File: config.mk
export PLATFORM = sky130hd
export DESIGN_NAME = delay_calib_ctrl
export DESIGN_NICKNAME = d
export VERILOG_FILES = /design/src/rtl/delay_calib_ctrl.sv
export SDC_FILE = /design/constraint.sdc
export NUM_CORES = 1
export LEC_CHECK = 0
export ABC_AREA = 1
export CORE_MARGIN = 2
export CORE_UTILIZATION = 25
export CTS_CLUSTER_SIZE = 24
export DETAILED_ROUTE_END_ITERATION = 12
export PLACE_DENSITY = 0.43
export SYNTH_ARGS = -nofsm -noshare
export SYNTH_HDL_FRONTEND = slang
export SYNTH_SLANG_ARGS = --single-unit
File: constraint.sdc
create_clock -name clk -period 2.5 [get_ports clk]
set_input_delay 0.625 -clock clk [delete_from_list [all_inputs] [get_ports clk]]
set_output_delay 0.625 -clock clk [all_outputs]
set_load 0.1 [all_outputs]
File: src/rtl/delay_calib_ctrl.sv
// Calibration/tracking controller for the buffer/mux cascade delay line.
// Sweeps a delay code up to phase-detector lock, then tracks drift; manual mode forces a code.
module delay_calib_ctrl #(
    parameter int NMBR_CASCADES = 4,
    parameter int SETTLE_CYC    = 8,
    parameter int TRACK_FILT    = 4,
    localparam int MAX          = 2 * NMBR_CASCADES,
    localparam int CW           = $clog2(MAX + 1)
) (
    input  logic                       clk,
    input  logic                       rst,
    input  logic                       start,
    input  logic                       pd_in,
    input  logic                       man_en,
    input  logic [CW-1:0]              man_code,
    output logic [2*NMBR_CASCADES-1:0] select,
    output logic [CW-1:0]              code,
    output logic                       busy,
    output logic                       locked,
    output logic                       err
);

    localparam int SW = 2 * NMBR_CASCADES;
    localparam int TW = $clog2(SETTLE_CYC);
    localparam int FW = $clog2(TRACK_FILT + 1) + 1;
    localparam logic [CW-1:0]        CODE_MAX = CW'(MAX);
    localparam logic [TW-1:0]        CNT_LAST = TW'(SETTLE_CYC - 1);
    localparam logic signed [FW-1:0] FILT_ONE = FW'(1);
    localparam logic signed [FW-1:0] FILT_POS = FW'(TRACK_FILT);
    localparam logic signed [FW-1:0] FILT_NEG = -FILT_POS;

    typedef enum logic [2:0] {IDLE, SETTLE, EVAL, TRACK, ERROR, MANUAL} state_t;

    state_t                 state, state_nx;
    logic [CW-1:0]          code_nx, man_clamp;
    logic                   busy_nx, locked_nx, err_nx, restart;
    logic [TW-1:0]          cnt, cnt_nx;
    logic signed [FW-1:0]   filt, filt_nx, filt_vote;
    logic [1:0]             sync;
    logic                   pd_s;

    assign pd_s = sync[1];

    // Stage k carries min(2, max(0, code-2k)) buffer delays.
    function automatic logic [SW-1:0] decode(input logic [CW-1:0] c);
        logic [SW-1:0] s;
        s = '0;
        for (int k = 0; k < NMBR_CASCADES; k++) begin
            if (int'(c) >= 2 * k + 2)
                s[2*k +: 2] = 2'b00;
            else if (int'(c) == 2 * k + 1)
                s[2*k +: 2] = 2'b01;
            else
                s[2*k +: 2] = 2'b10;
        end
        return s;
    endfunction

    always_ff @(posedge clk or posedge rst) begin
        if (rst) begin
            state  <= IDLE;
            code   <= '0;
            select <= decode('0);
            busy   <= 1'b0;
            locked <= 1'b0;
            err    <= 1'b0;
            cnt    <= '0;
            filt   <= '0;
            sync   <= '0;
        end else begin
            state  <= state_nx;
            code   <= code_nx;
            select <= decode(code_nx);
            busy   <= busy_nx;
            locked <= locked_nx;
            err    <= err_nx;
            cnt    <= cnt_nx;
            filt   <= filt_nx;
            sync   <= {sync[0], pd_in};
        end
    end

    always_comb begin
        state_nx  = state;
        code_nx   = code;
        busy_nx   = busy;
        locked_nx = locked;
        err_nx    = err;
        cnt_nx    = cnt;
        filt_nx   = filt;
        restart   = 1'b0;
        filt_vote = pd_s ? filt + FILT_ONE : filt - FILT_ONE;
        man_clamp = (man_code > CODE_MAX) ? CODE_MAX : man_code;

        if (man_en) begin
            state_nx  = MANUAL;
            code_nx   = man_clamp;
            busy_nx   = 1'b0;
            locked_nx = 1'b0;
            err_nx    = 1'b0;
            cnt_nx    = '0;
            filt_nx   = '0;
        end else begin
            case (state)
                IDLE:   restart = start;
                SETTLE: begin
                    if (cnt == CNT_LAST) begin
                        cnt_nx   = '0;
                        state_nx = EVAL;
                    end else begin
                        cnt_nx = cnt + TW'(1);
                    end
                end
                EVAL: begin
                    cnt_nx = '0;
                    if (!pd_s) begin
                        locked_nx = 1'b1;
                        busy_nx   = 1'b0;
                        filt_nx   = '0;
                        state_nx  = TRACK;
                    end else if (code < CODE_MAX) begin
                        code_nx  = code + CW'(1);
                        state_nx = SETTLE;
                    end else begin
                        err_nx   = 1'b1;
                        busy_nx  = 1'b0;
                        state_nx = ERROR;
                    end
                end
                TRACK: begin
                    if (start) begin
                        restart = 1'b1;
                    end else if (cnt == CNT_LAST) begin
                        cnt_nx = '0;
                        // A vote that reaches either threshold steps the code and resets the filter.
                        if (filt_vote == FILT_POS) begin
                            filt_nx = '0;
                            if (code < CODE_MAX) code_nx = code + CW'(1);
                        end else if (filt_vote == FILT_NEG) begin
                            filt_nx = '0;
                            if (code != '0) code_nx = code - CW'(1);
                        end else begin
                            filt_nx = filt_vote;
                        end
                    end else begin
                        cnt_nx = cnt + TW'(1);
                    end
                end
                ERROR:  restart = start;
                MANUAL: state_nx = IDLE;
                default: state_nx = IDLE;
            endcase

            if (restart) begin
                state_nx  = SETTLE;
                code_nx   = '0;
                cnt_nx    = '0;
                filt_nx   = '0;
                busy_nx   = 1'b1;
                locked_nx = 1'b0;
                err_nx    = 1'b0;
            end
        end
    end

endmodule

==> After elaboration in Yosys (flattened, before gate mapping) <==
Index checks and enable logic that the tools add are counted.
{ "totals": {"ff_bits": 27, "latch_bits": 0, "mem_bits_rw": 0, "rom_bits": 0, "input_bits": 9, "output_inout_bits": 15, "elab_cells": 109, "memories": 0} }
{ "op_classes": {"addsub": 5, "n_mul": 0, "div_mod_pow": 0, "order_cmp": 6, "n_eq_ne": 19, "n_shift": 0, "mux": 56, "bitwise_logic": 0, "n_reduce_logical": 14} }
{ "op_table": {"columns": ["operator", "n"], "rows": [
  ["$mux W4", 18],
  ["$mux W3", 9],
  ["$pmux W3 S3", 2],
  ["$mux W1", 16],
  ["$mux W2", 8],
  ["$ne A4 B4 Y1 const B", 4],
  ["$pmux W4 S2", 2],
  ["$eq A4 B4 Y1 const B", 3],
  ["$eq A4 B3 Y1 const B", 2],
  ["$ge A4 B3 Y1 const B", 2],
  ["$reduce_and A2 Y1", 4],
  ["$reduce_bool A4 Y1", 2],
  ["$eq A3 B2 Y1 const B", 2],
  ["$eq A3 B3 Y1 const B", 2],
  ["$ne A3 B2 Y1 const B", 2],
  ["$reduce_bool A3 Y1", 2],
  ["$reduce_bool A5 Y1", 1],
  ["$add A4 B1 Y4 const B", 1],
  ["$add A4 B2 Y4 const B", 1],
  ["$eq A4 B2 Y1 const B", 1],
  ["$ge A4 B2 Y1 const B", 1],
  ["$ge A4 B4 Y1 const B", 1],
  ["$gt A4 B4 Y1 const B", 1],
  ["$lt A4 B4 Y1 const B", 1],
  ["12 further kinds", 12]
]} }

==> Logic depth before layout (Yosys ltp) <==
{ "logic_depth": {"depth_word": 13, "depth_mapped": 19, "mapped_depth_nobuf": 19} }

==> Worst setup path after synthesis <==
No wires, ideal clock.
{ "synth_path": {"path_type": "reg2reg", "from": "reg code[0]", "to": "reg select[1]", "setup_ns": 0.075, "arrival_time_ns": 2.487, "required_time_ns": 2.425, "setup_slack_ns": -0.063, "stages_incl_launch_ff": 16, "path_buffers": 1, "period_less_slack_ns": 2.563, "path_cell_list": "dfrtp_1 buf_2 inv_1 ha_1 nand2_1 o21ai_0 nand3b_1 nand2_1 inv_1 nand2_1 nand2_1 nand2_1 nand2_1 nand2_2 nand2_4 nor3_2"} }
{ "synth_via": {"elab_chain_cells": 12, "elab_cells_between_ends": 18, "classes_between": "add/sub (2); order compare (2); eq/ne (1); mux (12); reduce/logical (1)"} }
{ "synth_lines": {"columns": ["element", "line_no", "source"], "rows": [
  ["start, declared", "17", "output logic [CW-1:0] code,"],
  ["start signal, assigned", "72", "code <= code_nx;"],
  ["$sub A4 B1 Y4 or $reduce_bool A4 Y1 (tied branches)", "141", "if (code != '0) code_nx = code - CW'(1);"],
  ["$mux W4", "141", null],
  ["$mux W4", "139", "end else if (filt_vote == FILT_NEG) begin"],
  ["$mux W4", "136", "if (filt_vote == FILT_POS) begin"],
  ["$mux W4", "133", "end else if (cnt == CNT_LAST) begin"],
  ["$mux W4", "131", "if (start) begin"],
  ["$pmux W4 S2 (*)", "104", "case (state)"],
  ["$mux W4 (*)", "154", "if (restart) begin"],
  ["$mux W4 (*)", "95", "if (man_en) begin"],
  ["named net code_nx[1]", "35", "logic [CW-1:0] code_nx, man_clamp;"],
  ["parallel branches: the longest is 2 deep, another holds $ge A4 B2 Y1", null, null],
  ["$mux W2 (*)", "49", "if (int'(c) >= 2 * k + 2)"],
  ["end signal, assigned", "63", "select <= decode('0);"],
  ["end signal, assigned", "73", "select <= decode(code_nx);"],
  ["end, declared", "16", "output logic [2*NMBR_CASCADES-1:0] select,"]
]} }
Mark *: on every way through the listed nets, which the timed path passes.
A chain may end at the register's enable or synchronous reset.

==> Final worst setup path <==
{ "layout_path": {"from": "reg filt[0]", "to": "reg select[4]"} }
{ "layout_via": {"elab_chain_cells": 13, "elab_cells_between_ends": 16, "classes_between": "add/sub (2); order compare (1); eq/ne (3); mux (10)"} }
{ "layout_lines": {"columns": ["element", "line_no", "source"], "rows": [
  ["start, declared", "38", "logic signed [FW-1:0] filt, filt_nx, filt_vote;"],
  ["start signal, assigned", "78", "filt <= filt_nx;"],
  ["$sub A4 B2 Y4 or $add A4 B2 Y4 (tied branches)", "92", "filt_vote = pd_s ? filt + FILT_ONE : filt - FILT_ONE;"],
  ["$mux W4 (*)", "92", null],
  ["$eq A4 B3 Y1", "139", null],
  ["$mux W4", "139", null],
  ["$mux W4 (*)", "136", null],
  ["$mux W4 (*)", "133", null],
  ["$mux W4 (*)", "131", null],
  ["$pmux W4 S2 (*)", "104", null],
  ["$mux W4 (*)", "154", null],
  ["$mux W4 (*)", "95", null],
  ["named net code_nx[0]", "35", null],
  ["parallel branches: the longest is 2 deep, another holds $ge A4 B3 Y1", null, null],
  ["$mux W2 (*)", "49", null]
]} }
Marks and branches as above.

==> flow_summary.ini <==
[run_status]
outcome = finished clean

[route]
drt_iter0_markers = 75
routed_wl_mm = 4.64
drt.antenna.violating_nets = 0
dr.pass1.iters = 4
drc = 0
num_vias = 1654
wire_per_inst_um = 12.3
via_per_inst = 4.40

[pwr]
powerDensity_nw_per_um2 = 586
ir_drop_mv = 0.206
p_leak_nw = 1.15
p_total_mw = 1.36

[cts]
clkTransAtPathRegs_ns = 0.09
cts_max_level = 1
cts_buffers = 3
cts_num_sinks = 27
insertion_delay_ns = 0.27
cts_tree = done
clk_root_buffer_cell = clkbuf_8
cts_buffer_depth = 2
hold_buffers = 0

[floorplanning]
core_um2 = 6910
io_pins = 24
initial_core_util_pct = 26.1
die_h_um = 89.0
core.rowCount = 30
die-area_um2 = 7910
die_width_um = 89.0

[layout]
fin_nets = 298
drive_above_1_share_pct = 30.7
antenna_cells = 0
area_growth_pct = 28.4
final_cell_area_um2 = 2320
final_core_util_pct = 33.6

[sta]
post-route-period-util_pct = 89.4
worst_slack_ns = 0.266
maxSlewHeadroom_pct = 63.8
worst_pin_slew_ns = 0.542
finalHoldViolCount = 0
fin_skew_ns = 0.00376
finalMaxSlewViolations = 0
setup_violations = 0
post-route-min-period_ns = 2.23
fmaxAchievable_ghz = 0.448

[synthesis]
yosys-top-cells-area = dfrtp_1, nand2_1, dfstp_2, inv_1, nand3_1
ys_types = 36
yosys.area.top_type = dfrtp_1
syn-num-nets = 253
yosysMostFrequentCell = nand2_1
synth_edf_count = 0
yosysWarningCount = 0
netlist_instances = 236
synth_common_cells = nand2_1, inv_1, dfrtp_1, nand3_1, nor2_1
synth.avg_cell_area_um2 = 7.65
synth_top_area_share_pct = 31.9
syn_area_um2 = 1800
synth_flop_cell = dfrtp_1
synth-seq-area-share_pct = 37.7
ys_seq_elements = 27
synthArstFlopShare_pct = 100

[setup_path]
crit_path_start = filt[0]$_DFFE_PP0P_
cp_cell_sequence = inv_1, fa_1, inv_1, nand2_1, nand3_2, inv_2, buf_4, nand3_1, nand2_1, nand2_1, nand2_1, nand2_1, nand2_1, nand2_1, nand2_2, nand2_4, nand3_2, nor2_1
rr_startpoint = filt[0]$_DFFE_PP0P_
r2r_setup_slack_ns = 0.27
cp-end-kind = flop
crit_type = flop to flop
slowest_stage = fa_1
timing.rr.end = select[4]$_DFF_PP0_
reg2reg_depth = 18
worstSetupEndpoint = select[4]$_DFF_PP0_
max_stage_delay_ns = 0.44
crit_required_ns = 2.71
startpoint_type = flop
worstPathMaxFanout = 6
worst_path_most_repeated_cell = nand2_1
crit_arrival_ns = 2.44

[place]
globalplace.congestion = 0.790
pre_cts_slack_ns = 0.140
io_buffer_count = 23
placedInstanceArea_um2 = 2200
dp.final_hpwl_mm = 3.63

[flow_run]
cap_violations = 0

[hold_path]
worstHoldPathType = flop to flop

[grt]
grt_pass1_wl_mm = 7.91
grt_use_total_pct = 12.8
grt_max_degree = 15
grt-ovfl-total = 0
grt_antenna_before_repair = 0
grt_pass1_vias = 1613
## worst min path at each step
stage | startpoint | end | slack, ns | depth (start not counted)
after floorplan | sync[0]$_DFF_PP0_ | sync[1]$_DFF_PP0_ | 0.33 | 0
after global placement | sync[0]$_DFF_PP0_ | sync[1]$_DFF_PP0_ | 0.34 | 0
after detailed placement | sync[0]$_DFF_PP0_ | sync[1]$_DFF_PP0_ | 0.34 | 0
after CTS | sync[0]$_DFF_PP0_ | sync[1]$_DFF_PP0_ | 0.36 | 0
after global routing | sync[0]$_DFF_PP0_ | sync[1]$_DFF_PP0_ | 0.38 | 0
final | sync[0]$_DFF_PP0_ | sync[1]$_DFF_PP0_ | 0.36 | 0
## metal layers
metal,vias to the layer above,routed length [um],global-route usage (%)
li1,851,-,-
met1,763,2410,19.1
met2,34,2010,19.6
met3,6,138,0.923
met4,0,76,4.21
met5,-,0,0
## area by class of cell
cell class	instances	area, um2
fill	775	4590
multi-input combinational	170	991
sequential	27	684
timing repair buffer	42	335
inverter	37	141
tap	96	120
clock buffer	4	45.0
## worst max-delay path, delay by kind of cell (launching register included)
family | cells | cell delay, ns
adders and majority gates | 1 | 0.44
buffers and inverters | 4 | 0.32
DFF | 1 | 0.40
and+or+nand+nor | 13 | 1.00
## cells by family after synthesis
logic type	count (synthesis)	synth area share, %
AND/OR/NAND/NOR	127	35.1
buffers and inverters	39	8.74
AO/OA/AOI/OAI	33	11.5
flip-flops	27	37.7
adder cells (fa/ha/maj)	8	5.96
XOR/XNOR	2	0.971
## repair_timing
action                                  4_1_cts  5_1_grt
endpoints found under the setup margin        0        9
buffers inserted                              0        6
endpoints found under the hold margin         0        0
gates resized for setup                       0        6
## power breakdown
group          switching, mW  internal, mW  leakage (nW)  total (mW)
clock                  0.137         0.114        0.0228       0.252
sequential            0.0414         0.492         0.340       0.534
combinational          0.408         0.165         0.787       0.573
## metrics by stage
| stage | cells | TNS, ns | hold slack [ns] |
|---|---|---|---|
| 2_1_floorplan | 236 | 0 | 0.331 |
| 3_3_place_gp | 366 | 0 | 0.336 |
| 3_5_place_dp | 366 | 0 | 0.337 |
| 4_1_cts | 370 | 0 | 0.361 |
| 5_1_grt | 376 | -0.00176 | 0.378 |
| 6_report | 376 | 0 | 0.356 |
## layout by cell type (no fill, tap or decap), types with 2 or more instances in the layout
cell,instances
nand2_1,63
buf_4,34
inv_1,28
dfrtp_1,20
nand3_1,17
nor2_1,14
nand2_2,10
a21oi_1,10
inv_2,8
clkdlybuf4s50_1,8
o21ai_0,7
ha_1,6
nand3_2,5
nor2_2,4
dfstp_2,4
a21oi_2,3
nor3_1,3
o22ai_1,3
clkbuf_8,3
dfrtp_2,3
nor2_4,2
nand3b_1,2
a31oi_1,2
xnor2_1,2
o21ai_1,2
a221oi_1,2
nand2_4,2
## sequential cells by signal, indices dropped and copies added, names as in the netlist
register  flops
select        8
cnt           3
locked        1
busy          1
code          4
state         3
filt          4
err           1
sync          2
Note: power is estimated with default switching activity, not from simulation.
